[src/rtl/mux_nway_scan.sv]
`default_nettype none
// ============================================================================
// Module      : mux_nway_scan
// Description : WAYS-to-1, WIDTH-bit multiplexer with a registered,
//               valid/ready-handshaked output. Direct mode forwards the
//               channel picked by sel; scan mode walks channels 0..WAYS-1
//               once per start request, then pulses done.
// Revision    : 1.0 - initial release
// ============================================================================
module mux_nway_scan #(
    parameter int WIDTH = 1,
    parameter int WAYS  = 8,
    parameter int SEL_W = 3
) (
    input  logic                  clk,
    input  logic                  reset,
    input  logic [WAYS*WIDTH-1:0] in_flat,
    input  logic [SEL_W-1:0]      sel,
    input  logic                  mode,
    input  logic                  start,
    output logic [WIDTH-1:0]      out_data,
    output logic [SEL_W-1:0]      out_sel,
    output logic                  out_valid,
    input  logic                  out_ready,
    output logic                  out_last,
    output logic                  sel_err,
    output logic                  busy,
    output logic                  done
);

    localparam logic [SEL_W-1:0] c_LAST_IDX = SEL_W'(WAYS - 1);
    localparam logic [SEL_W:0]   c_WAYS     = (SEL_W + 1)'(WAYS);

    typedef enum logic [1:0] {
        S_IDLE = 2'd0,
        S_SCAN = 2'd1,
        S_DONE = 2'd2
    } state_t;

    state_t           r_state;
    state_t           w_next_state;
    logic [SEL_W-1:0] r_cnt;
    logic             r_scan_fin;   // last scan beat already loaded
    logic [WIDTH-1:0] r_out_data;
    logic [SEL_W-1:0] r_out_sel;
    logic             r_out_valid;
    logic             r_out_last;
    logic             r_sel_err;

    logic             w_load;
    logic             w_accept;
    logic             w_start_scan;
    logic             w_load_direct;
    logic             w_load_scan;
    logic             w_end_scan;
    logic [SEL_W-1:0] w_idx;
    logic [WIDTH-1:0] w_mux;
    logic             w_sel_ok;

    // Output register may take a new beat when empty or being drained.
    assign w_load   = !r_out_valid || out_ready;
    assign w_accept = r_out_valid && out_ready;

    // The scan counter drives the mux while scanning; sel otherwise.
    assign w_idx    = (r_state == S_SCAN) ? r_cnt : sel;
    assign w_sel_ok = ({1'b0, sel} < c_WAYS);

    // Channel selection; indices outside 0..WAYS-1 read as zero.
    always_comb begin
        w_mux = '0;
        for (int k = 0; k < WAYS; k++) begin
            if (w_idx == SEL_W'(k)) begin
                w_mux = in_flat[k*WIDTH +: WIDTH];
            end
        end
    end

    // State register.
    always_ff @(posedge clk or posedge reset) begin
        if (reset) begin
            r_state <= S_IDLE;
        end else begin
            r_state <= w_next_state;
        end
    end

    // Next-state and per-cycle datapath decisions.
    always_comb begin
        w_next_state  = r_state;
        w_start_scan  = 1'b0;
        w_load_direct = 1'b0;
        w_load_scan   = 1'b0;
        w_end_scan    = 1'b0;
        case (r_state)
            S_IDLE: begin
                if (start && mode) begin
                    w_next_state = S_SCAN;
                    w_start_scan = 1'b1;
                end else if (!mode && w_load) begin
                    w_load_direct = 1'b1;
                end
            end
            S_SCAN: begin
                if (w_accept && r_out_last) begin
                    w_end_scan   = 1'b1;
                    w_next_state = S_DONE;
                end else if (w_load && !r_scan_fin) begin
                    w_load_scan = 1'b1;
                end
            end
            S_DONE: begin
                w_next_state = S_IDLE;
            end
            default: begin
                w_next_state = S_IDLE;
            end
        endcase
    end

    // Output register and scan counter; a stalled beat holds every field.
    always_ff @(posedge clk or posedge reset) begin
        if (reset) begin
            r_cnt       <= '0;
            r_scan_fin  <= 1'b0;
            r_out_data  <= '0;
            r_out_sel   <= '0;
            r_out_valid <= 1'b0;
            r_out_last  <= 1'b0;
            r_sel_err   <= 1'b0;
        end else if (w_start_scan) begin
            // No beat is loaded on the start cycle; a pending one may drain.
            r_cnt      <= '0;
            r_scan_fin <= 1'b0;
            if (w_accept) begin
                r_out_valid <= 1'b0;
            end
        end else if (w_load_direct) begin
            r_out_data  <= w_sel_ok ? w_mux : '0;
            r_out_sel   <= sel;
            r_out_valid <= 1'b1;
            r_out_last  <= 1'b0;
            r_sel_err   <= !w_sel_ok;
        end else if (w_load_scan) begin
            r_out_data  <= w_mux;
            r_out_sel   <= r_cnt;
            r_out_valid <= 1'b1;
            r_out_last  <= (r_cnt == c_LAST_IDX);
            r_sel_err   <= 1'b0;
            // Stop counting at the last index so the counter never wraps.
            if (r_cnt == c_LAST_IDX) begin
                r_scan_fin <= 1'b1;
            end else begin
                r_cnt <= r_cnt + SEL_W'(1);
            end
        end else if (w_end_scan) begin
            r_out_valid <= 1'b0;
            r_out_last  <= 1'b0;
        end else if (w_accept) begin
            r_out_valid <= 1'b0;
        end
    end

    assign out_data  = r_out_data;
    assign out_sel   = r_out_sel;
    assign out_valid = r_out_valid;
    assign out_last  = r_out_last;
    assign sel_err   = r_sel_err;
    assign busy      = (r_state != S_IDLE);
    assign done      = (r_state == S_DONE);

endmodule
`default_nettype wire

[config.mk]
export PLATFORM = sky130hd
export DESIGN_NAME = mux_nway_scan
export DESIGN_NICKNAME = d
export VERILOG_FILES = /design/src/rtl/mux_nway_scan.sv
export SDC_FILE = /design/constraint.sdc
export NUM_CORES = 1
export LEC_CHECK = 0
export CELL_PAD_IN_SITES_DETAIL_PLACEMENT = 1
export CELL_PAD_IN_SITES_GLOBAL_PLACEMENT = 1
export CORE_UTILIZATION = 35
export DETAILED_ROUTE_END_ITERATION = 8
export GPL_ROUTABILITY_DRIVEN = 0
export GPL_TIMING_DRIVEN = 0
export PLACE_DENSITY_LB_ADDON = 0.3
export SLEW_MARGIN = 20
export SYNTH_ARGS = -nofsm -noshare
export SYNTH_HDL_FRONTEND = slang
export SYNTH_SLANG_ARGS = --single-unit
[constraint.sdc]
create_clock -name clk -period 4.7 [get_ports clk]
set_input_delay 1.41 -clock clk [delete_from_list [all_inputs] [get_ports clk]]
set_output_delay 1.41 -clock clk [all_outputs]
set_load 0.01 [all_outputs]
==> flow_summary_export.csv <==
group,metric,value,unit
final_layout,area_growth,39.1,%
pwr,power_frac_seq,0.331,
final_layout,final_common_cell,"clkdlybuf4s50_1",
global_routing,grt_usage,0.193,
status,status,"finished clean",
yosys,syn_nets,94,
hold_path,hold_path_end,"r_cnt[0]",
cts,clock-sinks,12,
cts,cts_inserted_buffers,3,
yosys,yosys.area.top_type_share,0.410,
routing,drcViolationCount,0,
timing,skew,0.00226,ns
pwr,internal-power,352,uW
floorplan,coreArea,1960,um^2
final_layout,n_fill_cell,241,
pwr,swShare,0.403,
routing,drt_iter0_markers,4,
floorplan,initial_utilization,0.374,
cts,cts_post_setup_buffers_inserted,0,
hold_path,holdPathStages,1,
cts,cts.repair.resized,0,
cts,clk_latency,0.28,ns
yosys,synthTopCellsByArea,"dfrtp_1 41%, mux2i_1 11%, nand2_1 7.7%, o21ai_0 4.1%, ha_1 3.4%",
cts,clkTransAtPathRegs,0.07,ns
placement,port_buffers,23,
placement,place.detailed.hpwl,1400,um
global_routing,use_met1,0.232,
yosys,netlist_area,733,um^2
hold_path,hold_start,"r_cnt[0]",
routing,dr_total_vias,653,
timing,worst_pin_slew,0.524,ns
cts,cts-root-buf,"clkbuf_4",
yosys,synthCells,76,
pwr,p_comb_frac,0.560,
final_layout,utilization,0.520,
pwr,leakagePower,0.444,nW
final_layout,multi_input_area,399,um^2
worst_setup_path,cp.arrival,3.15,ns
floorplan,io_pins,25,
placement,place_ws,1.50,ns
pwr,vdd_drop_max,239,uV
yosys,yosysTopAreaCell,"dfrtp_1",
cts,cts_buffer_depth,2,
pwr,clockPowerShare,0.109,
yosys,ys_seq_area_frac,0.410,
cts,cts_tree,"built",
pwr,netSwitchingPower,238,uW
final_layout,drive_gt1_frac,0.0882,
worst_setup_path,path_max_fanout,10,
worst_setup_path,path_cells,"clkdlybuf4s50_1 > nor2b_1 > nor4_1 > clkbuf_1 > o21bai_2 > a211oi_2 > a211o_1",
routing,wl_per_cell,13.8,um
global_routing,overflow,0,
timing,finalMaxSlewViolations,0,
final_layout,final-seq-area,300,um^2
worst_setup_path,startpoint_type,"input pin",
cts,cts.htree.levels,1,
cts,ctsHoldBuffers,0,
timing,fmax,342,MHz
yosys,synth.distinct_cells,27,
yosys,ys_seq_elements,12,
timing,fin_ws,1.77,ns
global_routing,grt_max_degree,13,
yosys,yosysWarningCount,0,
hold_path,hold_class,"reg2reg",
timing,setup_violations,0,
global_routing,use_met2,0.316,
final_layout,final_cell_mix,"23 x clkdlybuf4s50_1, 15 x nand2_1, 12 x dfrtp_1",
routing,antenna_left,0,
floorplan,fp.dieH,47.8,um
final_layout,num_antenna_cells,0,
floorplan,die_area,2280,um^2
floorplan,row_count,16,
timing,hold_violations,0,
timing,slew-limit-headroom,0.650,
flow_run,cap_viol_max_count,0,
final_layout,layout.nets,122,
worst_setup_path,crit_type,"in2reg",
yosys,avgSynthCellArea,9.65,um^2
global_routing,grt_pass1_wl,2920,um
global_routing,antenna_found_initial,0,
worst_setup_path,endpoint_kind,"flip-flop",
pwr,power_density,578,nW/um^2
floorplan,die_w,47.8,um
worst_setup_path,r2r_end,"out_data",
worst_setup_path,cpPeakStageDelay,0.51,ns
global_routing,grt_pass1_vias,649,
worst_setup_path,r2r-start,"out_valid",
global_routing,met3_usage,0.0491,
worst_setup_path,slowest_stage,"clkdlybuf4s50_1",
worst_setup_path,r2r_cells,6,
routing,drt-total-wl,1780,um
global_routing,gr-max-usage-layer,"met2",
timing,tns,0,ns
timing,finalCriticalPeriod,2.93,ns
timing,rsz0062_at_grt,"no",
worst_setup_path,r2r_setup_slack,2.87,ns
routing,drt_pass1_iterations,4,
worst_setup_path,crit_required,4.92,ns
routing,routed_via_density,5.06,
timing,finalCritPeriodShare,0.623,
## metrics by stage
step | hold slack, ns | area [um^2] | std cells | power, mW
2_1_floorplan | 0.497 | 733 | 76 | 0.410
3_3_place_gp | 0.546 | 997 | 126 | 0.514
3_5_place_dp | 0.550 | 997 | 126 | 0.529
4_1_cts | 0.561 | 1020 | 129 | 0.596
5_1_grt | 0.604 | 1020 | 129 | 0.641
6_report | 0.556 | 1020 | 129 | 0.590
## cells by family (layout without fill, tap and decap cells)
group / count (synthesis) / after routing / synth area share
other: 1 / 1 / 0.00511
AOI/OAI and AO/OA: 15 / 15 / 0.160
buffers and inverters: 6 / 32 / 0.0461
and+or+nand+nor: 31 / 31 / 0.205
adders and majority gates: 2 / 2 / 0.0341
muxes: 9 / 9 / 0.140
DFF: 12 / 12 / 0.410
## flip-flops by register name (all words and copies together) (netlist names)
name and cells:
r_state 2, out_data 1, out_sel 3, r_scan_fin 1, out_valid 1, r_cnt 3, out_last 1
## synth_stat cells
cell type  instances
and2b_1            2
buf_4              1
mux2i_4            1
clkbuf_1           1
nor2_1             3
nor2b_1            3
nand2b_1           3
nand3_1            2
o21bai_2           1
a21boi_0           1
conb_1             1
nor4_1             1
a21oi_1            1
a211oi_4           1
a211o_1            2
a211oi_1           1
inv_1              3
or3_1              1
nand2_1           15
dfrtp_1           12
buf_6              1
nor3b_1            1
ha_1               2
mux2i_1            8
o21ai_0            6
a211oi_2           1
a31oi_1            1
## metal layers
| layer | wire, um | up-vias |
|---|---|---|
| li1 | - | 315 |
| met4 | 36 | 0 |
| met5 | 0 | - |
| met2 | 847 | 16 |
| met3 | 87 | 4 |
| met1 | 813 | 318 |
## power by group through the flow
stage / logic, mW / clock network (mW) / registers (mW)
after floorplan: 0.214 / 0 / 0.197
after global placement: 0.322 / 0 / 0.192
after detailed placement: 0.332 / 0 / 0.197
after CTS: 0.335 / 0.0660 / 0.196
final: 0.330 / 0.0645 / 0.195
after global routing: 0.370 / 0.0700 / 0.201
## worst max-delay path: cells and delay by family
family	cells	cell delay (ns)
buf+inv	2	0.93
simple gates	2	0.37
compound gates	3	0.43
## area by class of cell
cell class / count / area share
sequential: 12 / 0.294
inverter: 3 / 0.0110
clock buffer: 3 / 0.0221
buffer: 3 / 0.0221
timing repair buffer: 23 / 0.226
multi-input combinational: 58 / 0.391
tap: 27 / 0.0331
## worst max-delay path by stage
stage	startpoint	endpoint	slack, ns	depth (start not counted)
finish	out_ready	out_data	1.77	7
global route	out_ready	out_data	1.66	7
CTS	out_ready	out_data	1.79	7
detailed placement	out_ready	out_data	1.50	7
global placement	out_ready	out_data	1.53	7
floorplan	out_ready	r_cnt[0]	2.28	4
Power figures use the tool's default switching activity.
